File: src/rtl/dff_bank_pkg.sv
// Shared encodings for the flip-flop bank sequencer: command opcodes and FSM states.
package dff_bank_pkg;

  localparam logic [1:0] OP_LOAD  = 2'b00;
  localparam logic [1:0] OP_SET   = 2'b01;
  localparam logic [1:0] OP_CLEAR = 2'b10;
  localparam logic [1:0] OP_SHIFT = 2'b11;

  typedef logic [1:0] state_t;

  localparam state_t ST_IDLE  = 2'd0;
  localparam state_t ST_EXEC  = 2'd1;
  localparam state_t ST_PULSE = 2'd2;
  localparam state_t ST_CHECK = 2'd3;

endpackage

File: src/rtl/dff_pulse_timer.sv
// Down-counter that times the preset/clear pulse: loads PULSE_CYC-1, counts to zero, never wraps.
module dff_pulse_timer #(
  parameter int PULSE_CYC = 3
) (
  input  logic clk,
  input  logic clr,
  input  logic load,
  input  logic en,
  output logic zero
);

  localparam int CW = $clog2(PULSE_CYC + 1);
  localparam logic [CW-1:0] LOAD_VAL = CW'(PULSE_CYC - 1);

  logic [CW-1:0] count;

  // NOTE: non-blocking assignments for all registers so every flop samples pre-edge values.
  always_ff @(posedge clk or posedge clr) begin
    if (clr) begin
      count <= '0;
    end else if (load) begin
      count <= LOAD_VAL;
    end else if (en && (count != '0)) begin
      count <= count - CW'(1);
    end
  end

  assign zero = (count == '0);

endmodule

File: src/rtl/dff_bank_seq_ctrl.sv
// Sequencer driving D/preset/clear of a DFF bank with readback check.
// Define DFF_READBACK_CHECK_EN to build the expected-value register and comparator.
module dff_bank_seq_ctrl
  import dff_bank_pkg::*;
#(
  parameter int WIDTH     = 4,
  parameter int PULSE_CYC = 3
) (
  input  logic             clk,
  input  logic             clr,
  input  logic             cmd_valid,
  output logic             cmd_ready,
  input  logic [1:0]       cmd_op,
  input  logic [WIDTH-1:0] cmd_data,
  output logic             done,
  output logic             err,
  output logic             ff_pre,
  output logic             ff_clr,
  output logic [WIDTH-1:0] ff_d,
  input  logic [WIDTH-1:0] ff_q
);

  state_t           state_q;
  state_t           state_d;
  logic [1:0]       op_q;
  logic [WIDTH-1:0] data_q;
  logic             accept;
  logic [1:0]       op_next;
  logic             timer_zero;
  logic             pre_d;
  logic             clr_d;

  assign cmd_ready = (state_q == ST_IDLE);
  assign accept    = cmd_valid & cmd_ready;
  assign done      = (state_q == ST_CHECK);
  assign op_next   = accept ? cmd_op : op_q;

  dff_pulse_timer #(
    .PULSE_CYC(PULSE_CYC)
  ) u_timer (
    .clk (clk),
    .clr (clr),
    .load(accept),
    .en  (state_q == ST_PULSE),
    .zero(timer_zero)
  );

  always_comb begin
    state_d = state_q;
    case (state_q)
      ST_IDLE: begin
        if (accept) begin
          state_d = ((cmd_op == OP_SET) || (cmd_op == OP_CLEAR)) ? ST_PULSE : ST_EXEC;
        end
      end
      ST_EXEC:  state_d = ST_CHECK;
      ST_PULSE: if (timer_zero) state_d = ST_CHECK;
      ST_CHECK: state_d = ST_IDLE;
      default:  state_d = ST_IDLE;
    endcase
  end

  // Pulse pins are decoded from the next state and registered, so they are glitch-free.
  assign pre_d = (state_d == ST_PULSE) && (op_next == OP_SET);
  assign clr_d = (state_d == ST_PULSE) && (op_next == OP_CLEAR);

  // Reset holds the bank cleared; ff_clr releases on the first edge after clr falls.
  always_ff @(posedge clk or posedge clr) begin
    if (clr) begin
      state_q <= ST_IDLE;
      op_q    <= OP_LOAD;
      data_q  <= '0;
      ff_pre  <= 1'b0;
      ff_clr  <= 1'b1;
    end else begin
      state_q <= state_d;
      ff_pre  <= pre_d;
      ff_clr  <= clr_d;
      if (accept) begin
        op_q   <= cmd_op;
        data_q <= cmd_data;
      end
    end
  end

  // NOTE: ff_d gets its default first so every path assigns it and no latch is inferred.
  always_comb begin
    ff_d = ff_q;
    if (state_q == ST_EXEC) begin
      if (op_q == OP_SHIFT) ff_d = {ff_q[WIDTH-2:0], data_q[0]};
      else                  ff_d = data_q;
    end
  end

`ifdef DFF_READBACK_CHECK_EN
  logic [WIDTH-1:0] exp_q;

  // The bank is held while a command is pending, so ff_q at accept is the SHIFT source.
  always_ff @(posedge clk or posedge clr) begin
    if (clr) begin
      exp_q <= '0;
    end else if (accept) begin
      case (cmd_op)
        OP_LOAD:  exp_q <= cmd_data;
        OP_SET:   exp_q <= '1;
        OP_CLEAR: exp_q <= '0;
        default:  exp_q <= {ff_q[WIDTH-2:0], cmd_data[0]};
      endcase
    end
  end

  assign err = (state_q == ST_CHECK) && (ff_q != exp_q);
`else
  assign err = 1'b0;
`endif

endmodule

File: config.mk
export PLATFORM = sky130hd
export DESIGN_NAME = dff_bank_seq_ctrl
export DESIGN_NICKNAME = d
export VERILOG_FILES = /design/src/rtl/dff_bank_pkg.sv /design/src/rtl/dff_pulse_timer.sv /design/src/rtl/dff_bank_seq_ctrl.sv
export SDC_FILE = /design/constraint.sdc
export NUM_CORES = 1
export LEC_CHECK = 0
export CAP_MARGIN = 20
export CORE_MARGIN = 3
export CORE_UTILIZATION = 48
export CTS_CLUSTER_DIAMETER = 120
export CTS_CLUSTER_SIZE = 40
export DETAILED_ROUTE_END_ITERATION = 7
export PLACE_DENSITY_LB_ADDON = 0.15
export SETUP_SLACK_MARGIN = 0.4
export SKIP_LAST_GASP = 1
export SYNTH_ARGS = -nofsm -noshare
export SYNTH_HDL_FRONTEND = slang
export SYNTH_HIERARCHICAL = 1
export SYNTH_SLANG_ARGS = --single-unit
export TNS_END_PERCENT = 10
File: constraint.sdc
create_clock -name clk -period 3 [get_ports clk]
set_input_delay 0.45 -clock clk [delete_from_list [all_inputs] [get_ports clk]]
set_output_delay 0.45 -clock clk [all_outputs]
set_load 0.005 [all_outputs]
Word level (Yosys, flattened, before mapping)
Index checks and enable logic that the tools add are counted.

Register bits: 12. Logic and storage cells: 34.

Add/subtract/negate cells: 1. Eq/ne operators: 9. Mux-type cells: 9. Bitwise operators: 1. Reduce and logical (&&, ||, !) cells: 8.

Operator list (number): 2-bit equality test, second input constant (6); 2-bit 2-to-1 mux (6); 4-bit 2-to-1 mux (2); 2-bit case mux with 4 select lines (1); 2-bit by 1-bit equality test with 1-bit output, second input constant (3); 2-bit logical NOT (2); 2-bit nonzero test (2); 1-bit logical AND (3); 2-bit by 1-bit subtractor with 2-bit output, second input constant (1); 1-bit AND (1); 1-bit logical OR (1).

Logic depth before layout (Yosys ltp)
Gate-level depths: netlist of run 1.

Depth in word-level cells: 7. Depth in mapped cells: 7. Gate-level depth less buffers: 6.

Cells and area by module
Netlist of run 1, hierarchy kept.

Modules (own cells, without submodules): dff_bank_seq_ctrl (instances 1, cells an instance 58, area each 611.8 µm²); dff_pulse_timer (instances 1, cells an instance 13, area each 127.6 µm²).

Worst setup path after synthesis of run 1
No wires, ideal clock.

Kind: register to output. From: register state_q[1]. To: output ff_d[0]. Data arrival time: 1203 ps. Data required time: 2550 ps. Setup slack: 1347 ps. Stages on the path, launching flop included: 5. Buffers on the path: 1. Cells stage by stage: dfrtp_1 inv_1 ha_1 clkbuf_1 mux2_2.

Word-level cells in the longest chain between the ends: 2.

Ends and longest elaborated chain: start: declaration (RTL line dff_bank_seq_ctrl.sv:23) `state_t state_q;`; start signal: assignment (RTL line dff_bank_seq_ctrl.sv:76) `state_q <= state_d;`; 2-bit by 1-bit equality test with 1-bit output (RTL line dff_bank_seq_ctrl.sv:89) `if (state_q == ST_EXEC) begin`; 4-bit 2-to-1 mux (RTL line dff_bank_seq_ctrl.sv:89); end: declaration (RTL line dff_bank_seq_ctrl.sv:19) `output logic [WIDTH-1:0] ff_d,`.

No other way between the ends.

Worst setup path after layout of run 1
Ends and elaborated chain as after synthesis.

==> results of run 1 <==
-- worst max path at each step --
stage,startpoint,endpoint,slack [ns]
after floorplan,state_q[1]$_DFF_PP0_,ff_d[0],1.35
after global placement,ff_q[2],ff_d[3],0.90
after detailed placement,ff_q[2],ff_d[3],0.88
after CTS,state_q[1]$_DFF_PP0_,ff_d[0],0.61
after global routing,state_q[1]$_DFF_PP0_,ff_d[0],0.50
final,state_q[1]$_DFF_PP0_,ff_d[0],0.62
-- per-stage QoR --
stage | util (%) | setup WS [ns] | total power [uW] | cell area (um^2) | instances
floorplan | - | 1.35 | 626 | 739 | 71
global placement | 69.0 | 0.902 | 794 | 942 | 103
detailed placement | 69.0 | 0.881 | 817 | 942 | 103
CTS | 71.6 | 0.613 | 949 | 978 | 107
global route | 71.6 | 0.500 | 1030 | 978 | 107
finish | 71.6 | 0.622 | 945 | 978 | 107
-- sequential cells by signal, summed over array words and instances, names as in the netlist --
name / cells
u_timer/count: 2
data_q: 4
state_q: 2
ff_clr: 1
op_q: 2
ff_pre: 1
-- power groups by stage --
| stage | Combinational [uW] | Sequential (uW) | Clock [uW] |
|---|---|---|---|
| after detailed placement | 510 | 307 | 0 |
| after floorplan | 340 | 286 | 0 |
| after global placement | 494 | 299 | 0 |
| after CTS | 512 | 303 | 134 |
| after global routing | 573 | 312 | 143 |
| final | 510 | 304 | 131 |
-- cell usage in the layout (no fill, tap or decap), drive strengths merged, types with 2 or more instances in the layout --
cell type / n
clkdlybuf4s50: 20
dfrtp: 11
mux2: 8
inv: 7
nor2: 6
ha: 6
nand2: 4
a21oi: 4
clkbuf: 4
mux2i: 3
nand4b: 2
nand3b: 2
a222oi: 2
-- metal layers --
metal | vias to the layer above | wire length (um) | global-route usage, %
li1 | 286 | - | -
met1 | 265 | 648 | 20.6
met2 | 18 | 715 | 24.3
met3 | 6 | 74 | 4.38
met4 | 0 | 41 | 11.7
met5 | - | 0 | 0
-- critical path: stages, from the launching register on --
cell	delay, ns
dfrtp_1	0.42
inv_1	0.11
ha_1	0.31
mux2_2	0.36
clkdlybuf4s50_1	0.44
-- logic make-up (layout without fill, tap and decap cells) --
| family | Yosys count | count (layout) | share of synthesized area [%] |
|---|---|---|---|
| muxes | 11 | 11 | 16.8 |
| buffers and inverters | 10 | 31 | 5.75 |
| DFF | 12 | 12 | 40.8 |
| AOI/OAI and AO/OA | 10 | 10 | 9.31 |
| adders and majority gates | 6 | 6 | 10.2 |
| xor gates and xnor gates | 1 | 1 | 1.18 |
| other | 1 | 1 | 0.507 |
| and+or+nand+nor | 20 | 20 | 15.6 |
-- cell type report --
| class | instances | area (um^2) | share of cell area, % |
|---|---|---|---|
| clock buffers | 4 | 36.3 | 3.71 |
| flip-flops and latches | 12 | 302 | 30.8 |
| multi-input cells | 49 | 395 | 40.4 |
| inverters | 7 | 26.3 | 2.69 |
| repair buffers | 20 | 200 | 20.5 |
| well taps | 15 | 18.8 | 1.92 |
==> flow_metrics.py, run 1 <==
metrics = {
    "clocking": {
        "root_buffer": "clkbuf_4",
        "ctsHoldBuffers": 0,
        "cts_setup_buffers": 0,
        "cts_buffers": 3,
        "clock_path_buffers": 2,
        "clock_sinks": 12,
        "path_clk_slew_ns": 0.08,
        "h-tree-depth": 1,
        "cts.repair.resized": 0,
        "cts_tree": "yes",
        "clkLatencyLatePin_ns": 0.27,
    },
    "pwr": {
        "p_comb_share_pct": 54.0,
        "cell_internal_pwr_uw": 608,
        "switching_share_pct": 35.6,
        "clkPwrFrac_pct": 13.9,
        "switching_power_uw": 336,
        "power_density_nw_per_um2": 965,
        "peakVddDrop_uv": 627,
        "p_seq_share_pct": 32.1,
        "p_leak_uw": 0.000458,
    },
    "detailed_routing": {
        "wire_per_inst_um": 13.8,
        "post_drt_via_cell_ratio": 5.37,
        "wl_um": 1480,
        "drc": 0,
        "drt_pass1_iterations": 4,
        "drt_iter0_drc": 9,
        "vias": 575,
        "ant_nets": 0,
    },
    "sta": {
        "worst_clock_skew_ns": 0.00118,
        "setup_viol": 0,
        "tns_ns": 0,
        "fmax_mhz": 421,
        "slew_viol_final": 0,
        "period_needed_ns": 2.38,
        "whs_ns": 0.336,
        "finalCritPeriodShare_pct": 79.3,
        "rsz0062_at_grt": "false",
        "hold_viol_final": 0,
    },
    "yosys": {
        "yosysTopAreaCellShare_pct": 37.2,
        "synth_commonest_cells": "dfrtp_1 (11), inv_1 (7), mux2_2 (7)",
        "syn-num-nets": 90,
        "ys_seq_area_share_pct": 40.8,
        "yosys.area.top_type": "dfrtp_1",
        "netlist_instances": 71,
        "yosys.cell_types.count": 28,
        "synth_edf_count": 0,
        "synth_warnings": 6,
        "synthFlopType": "dfrtp_1",
        "ys_seq_elements": 12,
        "synthTopCellsByArea": "dfrtp_1 (37%), mux2_2 (11%), ha_1 (10%)",
        "yosysMostFrequentCell": "dfrtp_1",
        "syn_avg_cell_area_um2": 10.4,
        "async_flop_share_pct": 100,
        "syn_area_um2": 739,
    },
    "setup_path": {
        "crit_type": "reg -> out",
        "critPathMaxFanout": 8,
        "ff2ff_path_depth": 6,
        "reg2reg_slack_ns": 1.08,
        "r2r_start": "state_q[0]$_DFF_PP0_",
        "cp-end-kind": "output pin",
        "arrival_ns": 1.93,
        "required_ns": 2.55,
        "crit_path_start_kind": "flop",
        "reg2reg_to": "u_timer/count[0]$_DFFE_PP0P_",
    },
    "global_routing": {
        "grt_max_degree": 12,
        "grt_pass1_vias": 542,
        "grt_first_pass_wirelength_um": 2370,
        "gr-total-overflow": 0,
        "grt_antenna_before_repair": 0,
        "grtUsageTotal_pct": 16.5,
    },
    "finish": {
        "drive_gt1_share_pct": 16.3,
        "syn2layout_area_growth_pct": 32.3,
        "fin_nets": 112,
        "fill_cells": 111,
        "diodes": 0,
    },
    "floorplanning": {
        "die_h_um": 45.3,
        "design.core.area_um2": 1370,
        "dieWidth_um": 45.3,
        "die-area_um2": 2050,
        "start_util_pct": 54.1,
        "boundaryPins": 22,
        "num_rows": 13,
    },
    "placement": {
        "io_buffer_count": 20,
        "dpl.hpwl_um": 1170,
        "place.gp.congestion": 0.796,
    },
    "hold_path": {
        "hold_path.class": "in -> async",
    },
    "run": {
        "maxCapViolCount": 0,
    },
    "run_status": {
        "status": "completed",
    },
}
Note: power is estimated with default switching activity, not from simulation.
==> run 2: changes to the inputs <==
--- a/config.mk
+++ b/config.mk
@@ -7,7 +7,7 @@
 export LEC_CHECK = 0
 export CAP_MARGIN = 20
 export CORE_MARGIN = 3
-export CORE_UTILIZATION = 48
+export CORE_UTILIZATION = 45
 export CTS_CLUSTER_DIAMETER = 120
 export CTS_CLUSTER_SIZE = 40
 export DETAILED_ROUTE_END_ITERATION = 7
==> constraint.sdc (replaced) <==
create_clock -name clk -period 2.3 [get_ports clk]
set_input_delay 0.345 -clock clk [delete_from_list [all_inputs] [get_ports clk]]
set_output_delay 0.345 -clock clk [all_outputs]
set_load 0.005 [all_outputs]
==> run 2 against run 1 <==
Final cell count up 3.7%. Clock skew grew 0.00080 ns. Power is 35% higher. First-iteration DRC count rose to 2.7 times the previous value. Worst setup slack worse by 0.27 ns. Global-route usage fell by 2.3 points. Via count increased by 0.87%. Clock power rose by 27%. Wire length down 4.5%. Register-to-register slack lost 0.48 ns. Critical path depth fell by 1. Flip-flop and latch count stayed put. Largest cell class unchanged.
==> flow_metrics.py, run 2 (synthesized netlist as in run 1, its figures left out) <==
metrics = {
    "pwr": {
        "power_density_nw_per_um2": 1240,
        "peakVddDrop_uv": 750,
        "p_leak_uw": 0.000479,
    },
    "clocking": {
        "cts_buffers": 3,
        "root_buffer": "clkbuf_4",
        "clock_sinks": 12,
        "h-tree-depth": 1,
        "cts_tree": "yes",
        "ctsHoldBuffers": 0,
        "clkLatencyLatePin_ns": 0.27,
        "path_clk_slew_ns": 0.08,
        "clock_path_buffers": 2,
    },
    "placement": {
        "dpl.hpwl_um": 1100,
        "io_buffer_count": 20,
        "dp_slack_ns": 0.348,
        "place.gp.congestion": 0.801,
        "numPlacedInstances": 105,
    },
    "sta": {
        "slew_viol_final": 0,
        "fmax_mhz": 515,
        "rsz0062_at_grt": "true",
        "worst_clock_skew_ns": 0.00198,
        "tns_ns": 0,
        "layout_setup_ws_ns": 0.357,
        "period_needed_ns": 1.94,
        "hold_viol_final": 0,
        "finalCritPeriodShare_pct": 84.5,
        "setup_viol": 0,
        "whs_ns": 0.251,
    },
    "setup_path": {
        "crit_type": "reg -> out",
        "crit_path_start_kind": "flop",
        "critPathMaxFanout": 6,
        "arrival_ns": 1.60,
        "required_ns": 1.96,
        "cp-end-kind": "output pin",
    },
    "floorplanning": {
        "boundaryPins": 22,
        "design.core.area_um2": 1520,
        "die-area_um2": 2170,
        "die_h_um": 46.5,
        "dieWidth_um": 46.5,
        "num_rows": 14,
        "start_util_pct": 48.5,
    },
    "detailed_routing": {
        "wl_um": 1410,
        "wire_per_inst_um": 12.7,
        "drc": 0,
        "ant_nets": 0,
        "vias": 580,
        "drt_iter0_drc": 24,
        "drt_pass1_iterations": 4,
        "post_drt_via_cell_ratio": 5.23,
    },
    "finish": {
        "final_common_cell": "clkdlybuf4s50_1",
        "syn2layout_area_growth_pct": 38.2,
        "fin_nets": 115,
        "largest_register": "data_q",
        "drive_gt1_share_pct": 24.2,
        "fin_cells": 111,
        "largest_reg_flops": 4,
        "final_cell_mix": "clkdlybuf4s50_1 (18), dfrtp_1 (10), mux2_2 (7)",
        "diodes": 0,
    },
    "global_routing": {
        "grt_max_degree": 11,
        "grt_antenna_before_repair": 0,
        "grtUsageTotal_pct": 14.1,
        "grt_first_pass_wirelength_um": 2120,
        "gr-total-overflow": 0,
        "grt_pass1_vias": 521,
    },
    "hold_path": {
        "hold_path.class": "in -> async",
    },
    "run_status": {
        "status": "completed",
    },
    "run": {
        "maxCapViolCount": 0,
    },
}
==> run 2: cell count changes in the layout (fill, tap and decap cells not counted), sizes merged <==
cell / before / now
buf: 0 / 3
dlygate4sd2: 0 / 1
clkdlybuf4s50: 20 / 18
dlymetal6s2s: 0 / 1
==> run 2: area by class of cell <==
type / count / area (um^2)
Inverter: 7 / 26.3
Multi-Input combinational cell: 49 / 413
Sequential cell: 12 / 303
Fill cell: 120 / 502
Timing Repair Buffer: 23 / 224
Clock buffer: 4 / 36.3
Tap cell: 16 / 20.0
==> run 2: final timing paths <==
path                                       start                      endpoint  slack, ns  cells past startpoint
max reg2reg                 state_q[0]$_DFF_PP0_  u_timer/count[0]$_DFFE_PP0P_       0.60                      6
max                         state_q[0]$_DFF_PP0_                     cmd_ready       0.36                      3
max in group asynchronous                    clr              ff_clr$_DFF_PP1_       1.59                      2
min                                          clr  u_timer/count[0]$_DFFE_PP0P_       0.25                      2
min reg2reg                data_q[1]$_DFFE_PP0N_         data_q[1]$_DFFE_PP0N_       0.51                      1
min in group clk           data_q[1]$_DFFE_PP0N_         data_q[1]$_DFFE_PP0N_       0.51                      1
==> run 2: repair_timing <==
| action | in CTS | in global routing |
|---|---|---|
| endpoints found under the setup margin | 5 | 5 |
| buffers inserted | 2 | 0 |
| resized for setup | 5 | 3 |
==> run 2: layer usage <==
metal,vias up,share of wire (%),track usage [%]
met1,268,44,18.2
met2,17,48,22.3
met3,2,6.8,3.91
met5,-,0,0
li1,293,-,-
met4,0,0.85,5.11
==> run 2: stage by stage <==
| step | total power [uW] | cell area, um^2 | util [%] |
|---|---|---|---|
| 2_1_floorplan | 817 | 739 | - |
| 6_report | 1270 | 1020 | 67.1 |
| 3_5_place_dp | 1060 | 951 | 62.4 |
| 5_1_grt | 1370 | 1020 | 67.1 |
| 4_1_cts | 1280 | 1010 | 66.6 |
| 3_3_place_gp | 1040 | 951 | 62.4 |
==> run 2: critical path, cell delays in order (launching register included) <==
cell and delay [ns]:
dfrtp_2 0.45, inv_1 0.12, ha_2 0.24, clkdlybuf4s50_1 0.52
==> run 2: report_power, final <==
part	total (uW)	internal, uW	switching [uW]
clock	167	96.0	70.6
sequential	389	321	68.0
combinational	717	414	302
